<file path="config.mk">
export PLATFORM = sky130hd
export DESIGN_NAME = ao_frame_scheduler
export DESIGN_NICKNAME = d
export VERILOG_FILES = /design/src/rtl/ao_sched_pkg.sv /design/src/rtl/ao_term.sv /design/src/rtl/ao_frame_scheduler.sv
export SDC_FILE = /design/constraint.sdc
export NUM_CORES = 1
export LEC_CHECK = 0
export ABC_AREA = 0
export CORE_AREA = 2 2 55 57
export DETAILED_ROUTE_END_ITERATION = 16
export DIE_AREA = 0 0 57 59
export HOLD_SLACK_MARGIN = 0.03
export PLACE_DENSITY = 0.76
export SLEW_MARGIN = 20
export SYNTH_ARGS = -nofsm -noshare
export SYNTH_HDL_FRONTEND = slang
export SYNTH_SLANG_ARGS = --single-unit
</file>
<file path="constraint.sdc">
create_clock -name clk -period 3.47 [get_ports clk]
set_input_delay 1.041 -clock clk [delete_from_list [all_inputs] [get_ports clk]]
set_output_delay 1.041 -clock clk [all_outputs]
set_load 0.02 [all_outputs]
</file>
<file path="src/rtl/ao_sched_pkg.sv">
// Shared types and helpers for the AND-OR frame scheduler.
package ao_sched_pkg;

  localparam int NUM_REQ = 3;
  localparam int GROUP_W = 4;

  typedef enum logic {
    COLLECT = 1'b0,
    RESULT  = 1'b1
  } state_t;

  // One-hot grant: first eligible requester scanning ptr, ptr+1, ptr+2 (mod NUM_REQ).
  function automatic logic [NUM_REQ-1:0] rr_pick(input logic [NUM_REQ-1:0] eligible,
                                                 input logic [1:0]         ptr);
    logic [NUM_REQ-1:0] g;
    int idx;
    g = '0;
    // Scan from the farthest candidate back so the nearest eligible one wins.
    for (int k = NUM_REQ - 1; k >= 0; k--) begin
      idx = (int'(ptr) + k) % NUM_REQ;
      if (eligible[idx]) begin
        g      = '0;
        g[idx] = 1'b1;
      end
    end
    return g;
  endfunction

endpackage

</file>
<file path="src/rtl/ao_term.sv">
// Shared AND-OR term evaluator: n = (i1 & i2) | (i3 & i4).
module ao_term (
  input  logic i1,
  input  logic i2,
  input  logic i3,
  input  logic i4,
  output logic n
);

  assign n = (i1 & i2) | (i3 & i4);

endmodule

</file>
<file path="src/rtl/ao_frame_scheduler.sv">
// Round-robin scheduler sharing one AND-OR term evaluator among three
// requesters; collects a three-term frame, then presents
// y = (w0&w1)|(w1&w2) on a valid/ready output. Stale partial frames are
// aborted after TIMEOUT cycles (0 disables the timeout).
// Optional build macro AO_SCHED_STATS_EN adds frame_cnt/abort_cnt counters.
module ao_frame_scheduler
  import ao_sched_pkg::*;
#(
  parameter int TIMEOUT = 16
) (
  input  logic                       clk,
  input  logic                       rst,
  input  logic [NUM_REQ-1:0]         req_valid,
  input  logic [NUM_REQ*GROUP_W-1:0] req_data,
  output logic [NUM_REQ-1:0]         req_ready,
  output logic                       out_valid,
  output logic                       out_y,
  output logic [NUM_REQ-1:0]         out_w,
  input  logic                       out_ready,
  output logic                       timeout_err,
  output logic                       busy
`ifdef AO_SCHED_STATS_EN
  ,
  output logic [7:0]                 frame_cnt,
  output logic [7:0]                 abort_cnt
`endif
);

  localparam int TMR_W = (TIMEOUT > 0) ? $clog2(TIMEOUT + 1) : 1;
  localparam logic [TMR_W-1:0] TMR_MAX = TMR_W'(TIMEOUT);

  state_t               state_q, state_d;
  logic [NUM_REQ-1:0]   done_q, done_d;
  logic [NUM_REQ-1:0]   w_q, w_d;
  logic [1:0]           rr_ptr_q, rr_ptr_d;
  logic [TMR_W-1:0]     tmr_q, tmr_d;
  logic                 out_valid_q, out_valid_d;
  logic                 out_y_q, out_y_d;
  logic [NUM_REQ-1:0]   out_w_q, out_w_d;

  logic [NUM_REQ-1:0]   grant;
  logic                 tmo;
  logic                 fire;
  logic [GROUP_W-1:0]   sel_grp;
  logic                 term_n;

  // Timeout only applies to a partial frame being collected; the done_q
  // qualifier keeps a stale timer value from firing right after a handshake.
  assign tmo  = (TIMEOUT != 0) && (state_q == COLLECT) && (done_q != '0) && (tmr_q == TMR_MAX);
  assign fire = out_valid_q & out_ready;

  // Grant selection: no grants in RESULT or in the abort cycle.
  always_comb begin
    grant = '0;
    if (state_q == COLLECT && !tmo)
      grant = rr_pick(req_valid & ~done_q, rr_ptr_q);
  end

  // Route the granted group into the shared evaluator.
  always_comb begin
    sel_grp = '0;
    for (int i = 0; i < NUM_REQ; i++)
      if (grant[i]) sel_grp = req_data[i*GROUP_W +: GROUP_W];
  end

  ao_term u_term (
    .i1 (sel_grp[0]),
    .i2 (sel_grp[1]),
    .i3 (sel_grp[2]),
    .i4 (sel_grp[3]),
    .n  (term_n)
  );

  // FSM state register.
  always_ff @(posedge clk or posedge rst) begin
    if (rst) state_q <= COLLECT;
    else     state_q <= state_d;
  end

  // FSM next state: complete frame enters RESULT, output handshake returns.
  always_comb begin
    state_d = state_q;
    case (state_q)
      COLLECT: if ((grant != '0) && ((done_q | grant) == {NUM_REQ{1'b1}})) state_d = RESULT;
      RESULT:  if (fire) state_d = COLLECT;
      default: state_d = COLLECT;
    endcase
  end

  // FSM outputs; ready is also masked while reset is asserted.
  always_comb begin
    req_ready   = grant & {NUM_REQ{~rst}};
    timeout_err = tmo;
    busy        = (done_q != '0) || (state_q == RESULT);
    out_valid   = out_valid_q;
    out_y       = out_y_q;
    out_w       = out_w_q;
  end

  // Frame datapath: term capture, done mask, round-robin pointer, timer, result.
  always_comb begin
    done_d      = done_q;
    w_d         = w_q;
    rr_ptr_d    = rr_ptr_q;
    tmr_d       = tmr_q;
    out_valid_d = out_valid_q;
    out_y_d     = out_y_q;
    out_w_d     = out_w_q;

    if (state_q == RESULT) begin
      if (fire) begin
        done_d      = '0;
        out_valid_d = 1'b0;
      end
    end else if (tmo) begin
      done_d = '0;
    end else if (grant != '0) begin
      for (int i = 0; i < NUM_REQ; i++)
        if (grant[i]) begin
          w_d[i]   = term_n;
          rr_ptr_d = (i == NUM_REQ - 1) ? 2'd0 : 2'(i + 1);
        end
      done_d = done_q | grant;
      if (done_d == {NUM_REQ{1'b1}}) begin
        out_valid_d = 1'b1;
        out_w_d     = w_d;
        out_y_d     = (w_d[0] & w_d[1]) | (w_d[1] & w_d[2]);
      end
    end

    // Age counts from the cycle after the first accepted group, saturating.
    if (done_q == '0 || tmo)
      tmr_d = '0;
    else if (state_q == COLLECT && tmr_q != TMR_MAX)
      tmr_d = tmr_q + TMR_W'(1);
  end

  // Datapath registers.
  always_ff @(posedge clk or posedge rst) begin
    if (rst) begin
      done_q      <= '0;
      w_q         <= '0;
      rr_ptr_q    <= '0;
      tmr_q       <= '0;
      out_valid_q <= 1'b0;
      out_y_q     <= 1'b0;
      out_w_q     <= '0;
    end else begin
      done_q      <= done_d;
      w_q         <= w_d;
      rr_ptr_q    <= rr_ptr_d;
      tmr_q       <= tmr_d;
      out_valid_q <= out_valid_d;
      out_y_q     <= out_y_d;
      out_w_q     <= out_w_d;
    end
  end

`ifdef AO_SCHED_STATS_EN
  logic [7:0] frame_cnt_q, frame_cnt_d;
  logic [7:0] abort_cnt_q, abort_cnt_d;

  // Wrapping event counters for delivered and aborted frames.
  always_comb begin
    frame_cnt_d = frame_cnt_q + {7'd0, fire};
    abort_cnt_d = abort_cnt_q + {7'd0, tmo};
  end

  // Counter registers.
  always_ff @(posedge clk or posedge rst) begin
    if (rst) begin
      frame_cnt_q <= '0;
      abort_cnt_q <= '0;
    end else begin
      frame_cnt_q <= frame_cnt_d;
      abort_cnt_q <= abort_cnt_d;
    end
  end

  assign frame_cnt = frame_cnt_q;
  assign abort_cnt = abort_cnt_q;
`endif

endmodule
</file>
Word-level counts from Yosys, hierarchy flattened

Index checks and enable logic that the tools add are counted.

Bits in registers: 19
Bits of input ports: 18
Output and inout port bits: 10
Logic and storage cells: 112

$add $sub $neg: 3
Divide/modulo/power cells: 3
Order comparisons: 6
Equal/unequal tests: 5
Mux-type cells: 51
Bitwise logic cells: 14
Reductions and logical operators: 22

Operator list:

| operator                                                                  | count |
|---|---|
| 32-bit by 1-bit >= comparator with 1-bit output (second input constant)   | 3 |
| 32-bit by 4-bit < comparator with 1-bit output (second input constant)    | 3 |
| 32-bit by 3-bit remainder unit with 32-bit output (second input constant) | 2 |
| 3-bit by 3-bit remainder unit with 32-bit output (second input constant)  | 1 |
| 1-bit two-way mux                                                         | 28 |
| 3-bit two-way mux                                                         | 8 |
| 4-bit two-way mux                                                         | 3 |
| 5-bit two-way mux                                                         | 2 |
| 3-bit nonzero test                                                        | 3 |
| 1-bit logical AND                                                         | 8 |
| 4-bit AND reduction                                                       | 2 |
| 3-bit AND                                                                 | 2 |
| 1-bit binary-select mux with 2-bit select                                 | 3 |
| 1-bit demux with 2-bit select                                             | 3 |
| 2-bit two-way mux                                                         | 3 |
| 2-bit nonzero test                                                        | 3 |
| 5-bit by 1-bit adder with 5-bit output (second input constant)            | 1 |
| 1-bit AND                                                                 | 5 |
| 5-bit equality test (second input constant)                               | 1 |
| 5-bit inequality test (second input constant)                             | 1 |
| 2-bit by 1-bit adder with 3-bit output (second input constant)            | 1 |
| 2-bit by 2-bit adder with 3-bit output (second input constant)            | 1 |
| 3-bit equality test (second input constant)                               | 1 |
| 3-bit zero test                                                           | 1 |
| 11 further kinds                                                          | 15 |

Longest topological paths before layout

Gate-level depths: netlist of run 1.

Depth after elaboration: 21
Gate-level depth with buffers: 12
Depth with buffers taken out: 11

By module

From an unflattened synthesis of run 1, not the netlist that was laid out.

Cell total of the unflattened synthesis: 145
Area total of the unflattened synthesis: 1375.1 um^2

Modules (own cells, without submodules):

| module             | times used | cells each | area an instance (um^2) | seq. area each (um^2) |
|---|---|---|---|---|
| ao_frame_scheduler | 1          | 144        | 1366.3                  | 475.5 |
| ao_term            | 1          | 1          | 8.8                     | 0.0 |

Worst setup path after synthesis of run 1

No wires, ideal clock.

Kind: input -> output
Start: input port req_valid[2]
End: output port req_ready[1]
Data arrival time: 2.317 ns
Data required time: 2.429 ns
Path slack: 0.112 ns
Stages: 6
Path buffers: 1
Cells stage by stage: nor2b_1 -> a311o_1 -> o211ai_1 -> o211a_2 -> buf_4 -> and2_2

Longest elaborated chain between the ends: 9
Elaborated cells between the ends (all ways): 15
Those cells by class: mux: 13; bitwise: 2

Ends and longest elaborated chain:

| item                                                  | RTL line                 | text |
|---|---|---|
| start, declared                                       | ao_frame_scheduler.sv:13 | `input logic [NUM_REQ-1:0] req_valid,` |
| 3-bit AND (*)                                         | ao_frame_scheduler.sv:56 | `grant = rr_pick(req_valid & ~done_q, rr_ptr_q);` |
| 1-bit binary-select mux with 2-bit select             | ao_sched_pkg.sv:21       | `if (eligible[idx]) begin` |
| 1-bit two-way mux (not written as such) (2 in series) | ao_sched_pkg.sv:21       |  |
| 3-bit two-way mux (2 in series)                       | ao_sched_pkg.sv:21       |  |
| 3-bit two-way mux (*)                                 | ao_sched_pkg.sv:21       |  |
| 3-bit two-way mux (*)                                 | ao_frame_scheduler.sv:55 | `if (state_q == COLLECT && !tmo)` |
| 3-bit AND (*)                                         | ao_frame_scheduler.sv:92 | `req_ready = grant & {NUM_REQ{~rst}};` |
| end, declared                                         | ao_frame_scheduler.sv:15 | `output logic [NUM_REQ-1:0] req_ready,` |

Mark *: on every way between the ends. The rest lies on a longest branch, timed or not. The select of a mux whose other input is x is not followed.

Worst setup path in the final report of run 1

Start: input port req_valid[1]
End: output port req_ready[1]

Same word-level chain as after synthesis.

==> out/metrics.csv, run 1 <==
metric,value,unit
wl,3090,um
seq_area_frac_synth,35.7,%
p_leak,0.826,nW
setup_tns,0,ps
swShare,43.6,%
path_class,in -> out,
drt_iter0_drc,54,
dieArea,3360,um^2
start_util,49.1,%
gp_congestion,0.927,
maxSlewHeadroom,71.0,%
crit_path_start_kind,primary input,
rsz0062_at_grt,false,
cts_hold_buf,0,
htree_levels,1,
drtAntennaViolNets,0,
fin_skew,5.59,ps
drv_slew,0,
hpwl,2400,um
seqPwrFrac,24.8,%
clkSinkCount,19,
status,"complete, no violations",
netlist_instances,135,
synth_ff_type,dfrtp_1,
cellPowerDensity,948,nW/um^2
worstMarginPinSlew,431,ps
coreArea,2710,um^2
cts-root-buf,clkbuf_4,
cp-end-kind,output pin,
instances_no_fill,210,
place_inst,204,
yosysUniqueCellTypes,47,
drive_gt1_share,32.4,%
vias,1175,
avgSynthCellArea,9.85,um^2
post-synth-top-area-cell,dfrtp_1,
cts.clk_slew.worst_paths,100,ps
grtUsageTotal,20.5,%
hold_violations,0,
ir_drop,0.638,mV
ioPinCount,28,
max_freq,0.297,GHz
ys_seq_elements,19,
clockBufferDepth,2,
min_period,3370,ps
internal_power,0.968,mW
die_h,59,um
min_period_over_period,97.1,%
grt_overflow,0,
grt_max_degree,20,
grt_pass1_wl,5500,um
die_x,57,um
clock_latency,300,ps
setup_viol,0,
power,1.72,mW
cts_buffers,3,
drc,0,
cts_tree,yes,
min_path_type,reg -> reg,
path_max_fanout,3,
wire_per_inst,14.7,um
p_clk_share,6.5,%
power.share.combinational,68.6,%
vias_per_cell,5.60,
dr.pass1.iters,4,
placedInstanceArea,1710,um^2
syn_to_final_growth,36.1,%
async_flop_share,100,%
hold_ws,521,ps
placementRows,19,
port_buffers,27,
maxCapViolations,0,
grt_pass1_vias,1206,
synth_edf_count,0,
syn_nets,159,
synth_commonest_cells,"dfrtp_1, nand2_1, inv_1, nor2_1, ha_1",
cp.arrival,2330,ps
nets,204,
yosysWarningCount,0,
stdcell_area,1810,um^2
synth_most_common_cell,dfrtp_1,
netlist.area_leader.share,35.7,%
antenna_found_initial,0,
power.switching,0.749,mW
synth.area.top_cells,"dfrtp_1, ha_1, nand2_1, mux2_4, and4bb_2",
diodes,0,
netlist_area,1330,um^2
critPathRequiredTime,2430,ps
## placed cells by master, fill, tap and decap left out, types with 2 or more instances in the layout
cell,netlist,layout
clkdlybuf4s50_1,0,21
dfrtp_1,19,19
buf_4,1,18
nand2_1,17,17
nor2_1,9,9
inv_1,9,9
nand3_1,4,4
a31o_1,4,4
o21ai_0,3,3
and4bb_2,3,3
nor4b_2,1,3
a21oi_1,3,3
a211oi_1,3,3
o21ai_1,3,3
mux2_4,3,3
mux2_2,3,3
ha_1,6,3
clkbuf_4,0,3
clkbuf_2,0,3
nand4_1,2,2
and2_1,2,2
o31ai_1,2,2
xor2_1,2,2
nand2b_1,2,2
nor4bb_4,0,2
a31oi_1,2,2
a22o_1,2,2
a21o_2,2,2
ha_2,0,2
## worst paths after layout
check	start	end	slack, ps	cells past startpoint
max	req_valid[1]	req_ready[1]	100	7
min	out_valid$_DFFE_PP0P_	out_valid$_DFFE_PP0P_	520	2
max reg2reg	rr_ptr_q[0]$_DFFE_PP0P_	out_w[0]$_DFFE_PP0P_	340	14
min reg2reg	out_valid$_DFFE_PP0P_	out_valid$_DFFE_PP0P_	520	2
max in group asynchronous	rst	tmr_q[2]$_DFFE_PP0P_	2130	3
min in group asynchronous	rst	done_q[0]$_DFFE_PP0P_	1130	3
## cells by family (layout without fill, tap and decap cells)
kind of cell | count (synthesis) | count (layout) | synth area share (%)
buf+inv | 13 | 57 | 5.64
flops | 19 | 19 | 35.7
simple gates | 55 | 55 | 25.1
fa+ha+maj | 6 | 6 | 5.64
mux | 6 | 6 | 5.93
compound gates | 33 | 33 | 19.9
xor+xnor | 3 | 3 | 1.98
## worst max-delay path, stage by stage
cell and delay [ps]:
clkbuf_2 110, nor4bb_4 170, a311o_1 350, o211ai_1 190, o211a_2 220, and2_4 140
buf_6 110
## what timing repair did
action	4_1_cts	5_1_grt
cloned	0	0
pin swaps	4	3
buffers inserted	1	1
gates resized for setup	27	10
setup endpoints to repair	3	7
## cell type report
class,count,area [um^2]
Fill cell,231,900
Multi-Input combinational cell,103,853
Sequential cell,19,475
Timing Repair Buffer,44,383
Tap cell,31,38.8
Inverter,9,33.8
Clock buffer,4,26.3
## flip-flops by register name, indices dropped and copies added, names as in the netlist
name / flops
tmr_q: 5
done_q: 3
out_w: 3
w_q: 3
rr_ptr_q: 2
out_valid: 1
out_y: 1
state_q: 1
## layer usage
layer / GRT usage [%] / vias to the layer above / wire [um]
met5: 0 / - / 0
met4: 7.31 / 0 / 57
met3: 2.84 / 7 / 50
met2: 35.1 / 17 / 1520
met1: 26.7 / 570 / 1460
li1: - / 581 / -
## metrics by stage
step / worst slack, ps / utilization (%)
2_1_floorplan: 112 / -
3_3_place_gp: -701 / 63.1
3_5_place_dp: -771 / 63.1
4_1_cts: 10.6 / 66.1
5_1_grt: 11.6 / 66.8
6_report: 100 / 66.8
## power by group through the flow
stage          Clock, mW  Sequential, mW  Combinational [mW]
4_1_cts            0.115           0.424                1.13
3_5_place_dp           0           0.418                1.07
3_3_place_gp           0           0.408                1.04
6_report           0.112           0.426                1.18
5_1_grt            0.123           0.440                1.30
2_1_floorplan          0           0.417               0.744
Note: power is estimated with default switching activity, not from simulation.
==> run 2: changes to the inputs <==
Settings changed: CORE_AREA 2 2 55 57 to 2 2 52 54, DIE_AREA 0 0 57 59 to 0 0 54 56, DONT_BUFFER_PORTS set to 1, PLACE_DENSITY 0.76 to 0.7.
==> run 2 against run 1 <==
Final area is 22% lower. Largest cell class unchanged. Worst hold slack better by 3.0 ps. Global-route usage is 1.8 points lower. Non-clock buffer count is 38 lower. Critical path depth stayed put. Sequential share of layout area is 7.2 points higher. Power is 16% lower. Worst setup slack better by 0.54 ps.
==> out/metrics.csv, run 2 (synthesis gave the netlist of run 1 again) <==
metric,value,unit,change
drtAntennaViolNets,0,,unchanged
status,"complete, no violations",,
hold_violations,0,,unchanged
drv_slew,0,,unchanged
min_period_over_period,97.1,%,about the same
clockBufferDepth,2,,unchanged
htree_levels,1,,unchanged
ioPinCount,28,,unchanged
cellPowerDensity,1020,nW/um^2,+7.5%
critPathLaunch,rr_ptr_q[0]$_DFFE_PP0P_,,
grt_pass1_wl,4310,um,-22%
port_buffers,0,,-100%
grtUsageTotal,18.8,%,-1.8 points
grt_max_degree,20,,unchanged
setup_tns,0,ps,unchanged
setup_viol,0,,unchanged
final_common_cell,dfrtp_1,,
fin_util,58.4,%,-8.4 points
die_h,56,um,-5.1%
grt_pass1_vias,988,,-18%
place_inst,167,,-18%
dr.pass1.iters,4,,unchanged
final_cell_mix,"dfrtp_1, nand2_1, nor2_1, inv_1, buf_4",,
placementRows,18,,-1
nFillCells,224,,-3.0%
max_freq,0.297,GHz,about the same
hold_ws,524,ps,+3.04 ps
cp-end-kind,output pin,,
drt_iter0_drc,22,,-59%
ir_drop,0.670,mV,+5.0%
maxCapViolations,0,,unchanged
dpl_worst_slack,248,ps,+1020 ps
multi_input_area,801,um^2,-6.2%
cp.arrival,2330,ps,about the same
layout_setup_ws,101,ps,+0.537 ps
drc,0,,unchanged
wl,2590,um,-16%
worstReg2RegStart,rr_ptr_q[0]$_DFFE_PP0P_,,
antenna_found_initial,0,,unchanged
power,1.45,mW,-16%
p_leak,0.648,nW,-21%
critPathRequiredTime,2430,ps,about the same
worstMarginPinSlew,432,ps,+1.34 ps
dieArea,3020,um^2,-10%
maxSlewHeadroom,70.9,%,-0.090 points
die_x,54,um,-5.3%
hpwl,1980,um,-17%
gp_congestion,0.782,,-16%
cts-root-buf,clkbuf_4,,
cts_tree,yes,,
clock_latency,290,ps,about the same
regArea,475,um^2,unchanged
wire_per_inst,15.2,um,+3.2%
grt_overflow,0,,unchanged
cts_hold_buf,0,,unchanged
largest_reg_flops,5,,unchanged
placedInstanceArea,1370,um^2,-20%
crit_path_top_delay_cell,dfrtp_1,,
start_util,54.7,%,+5.6 points
path_cells,inv_1 > ha_2 > nor4bb_2 > a311o_1 > o211ai_1 > o211a_2 > and2_2,,
crit_path_start_kind,flop,,
stdcell_area,1420,um^2,-22%
instances_no_fill,171,,-19%
syn_to_final_growth,6.77,%,
hold_start,w_q[1]$_DFFE_PP0P_,,
cts_buffers,3,,unchanged
vias_per_cell,6.16,,+10%
drive_gt1_share,26.2,%,-6.2 points
cp_slowest_stage_delay,410,ps,+60 ps
min_period,3370,ps,-0.537 ps
fin_skew,2.22,ps,-3.37 ps
path_max_fanout,9,,+6
nets,166,,-19%
coreArea,2430,um^2,-10%
min_path_type,reg -> reg,,
vias,1053,,-10%
diodes,0,,unchanged
path_class,reg -> out,,
clkSinkCount,19,,unchanged
regMostFlops,tmr_q,,
cts.clk_slew.worst_paths,100,ps,about the same
run 2: repair_timing:
| action | CTS | global route |
|---|---|---|
| endpoints found under the setup margin | 0 | 2 |
| resized for setup | 0 | 4 |
| buffers inserted | 0 | 0 |
| endpoints found under the hold margin | 0 | 0 |
run 2: worst paths after layout:
check	slack, ps	endpoint	cells past startpoint
hold reg to reg	520	w_q[1]$_DFFE_PP0P_	1
max in group asynchronous	2620	done_q[1]$_DFFE_PP0P_	2
setup / recovery	100	req_ready[1]	7
setup reg to reg	420	out_w[0]$_DFFE_PP0P_	12
hold / removal	520	w_q[1]$_DFFE_PP0P_	1
min in group asynchronous	660	tmr_q[4]$_DFFE_PP0P_	2
run 2: where the power goes:
part	switching [mW]	internal [mW]
combinational	0.477	0.412
sequential	0.137	0.317
clock	0.0626	0.0429
run 2: critical path, delay by kind of cell (launching register included):
| kind | cells | cell delay (ps) |
|---|---|---|
| AO/OA/AOI/OAI | 3 | 750 |
| adder cells (fa/ha/maj) | 1 | 340 |
| buffers and inverters | 1 | 120 |
| flip-flops | 1 | 410 |
| AND/OR/NAND/NOR | 2 | 420 |
run 2: per-layer routing:
| layer | track usage (%) | vias to the layer above | share of wire, % |
|---|---|---|---|
| li1 | - | 506 | - |
| met2 | 30.0 | 26 | 49 |
| met4 | 7.14 | 0 | 1.5 |
| met1 | 25.1 | 516 | 45 |
| met5 | 0 | - | 0 |
| met3 | 2.69 | 5 | 4.1 |
run 2: final cells by class:
class                   count  area share, %
multi-input cells         103           56.4
flip-flops and latches     19           33.5
repair buffers              6           3.17
well taps                  30           2.64
inverters                   9           2.38
clock buffers               3           1.59
clock inverters             1          0.352
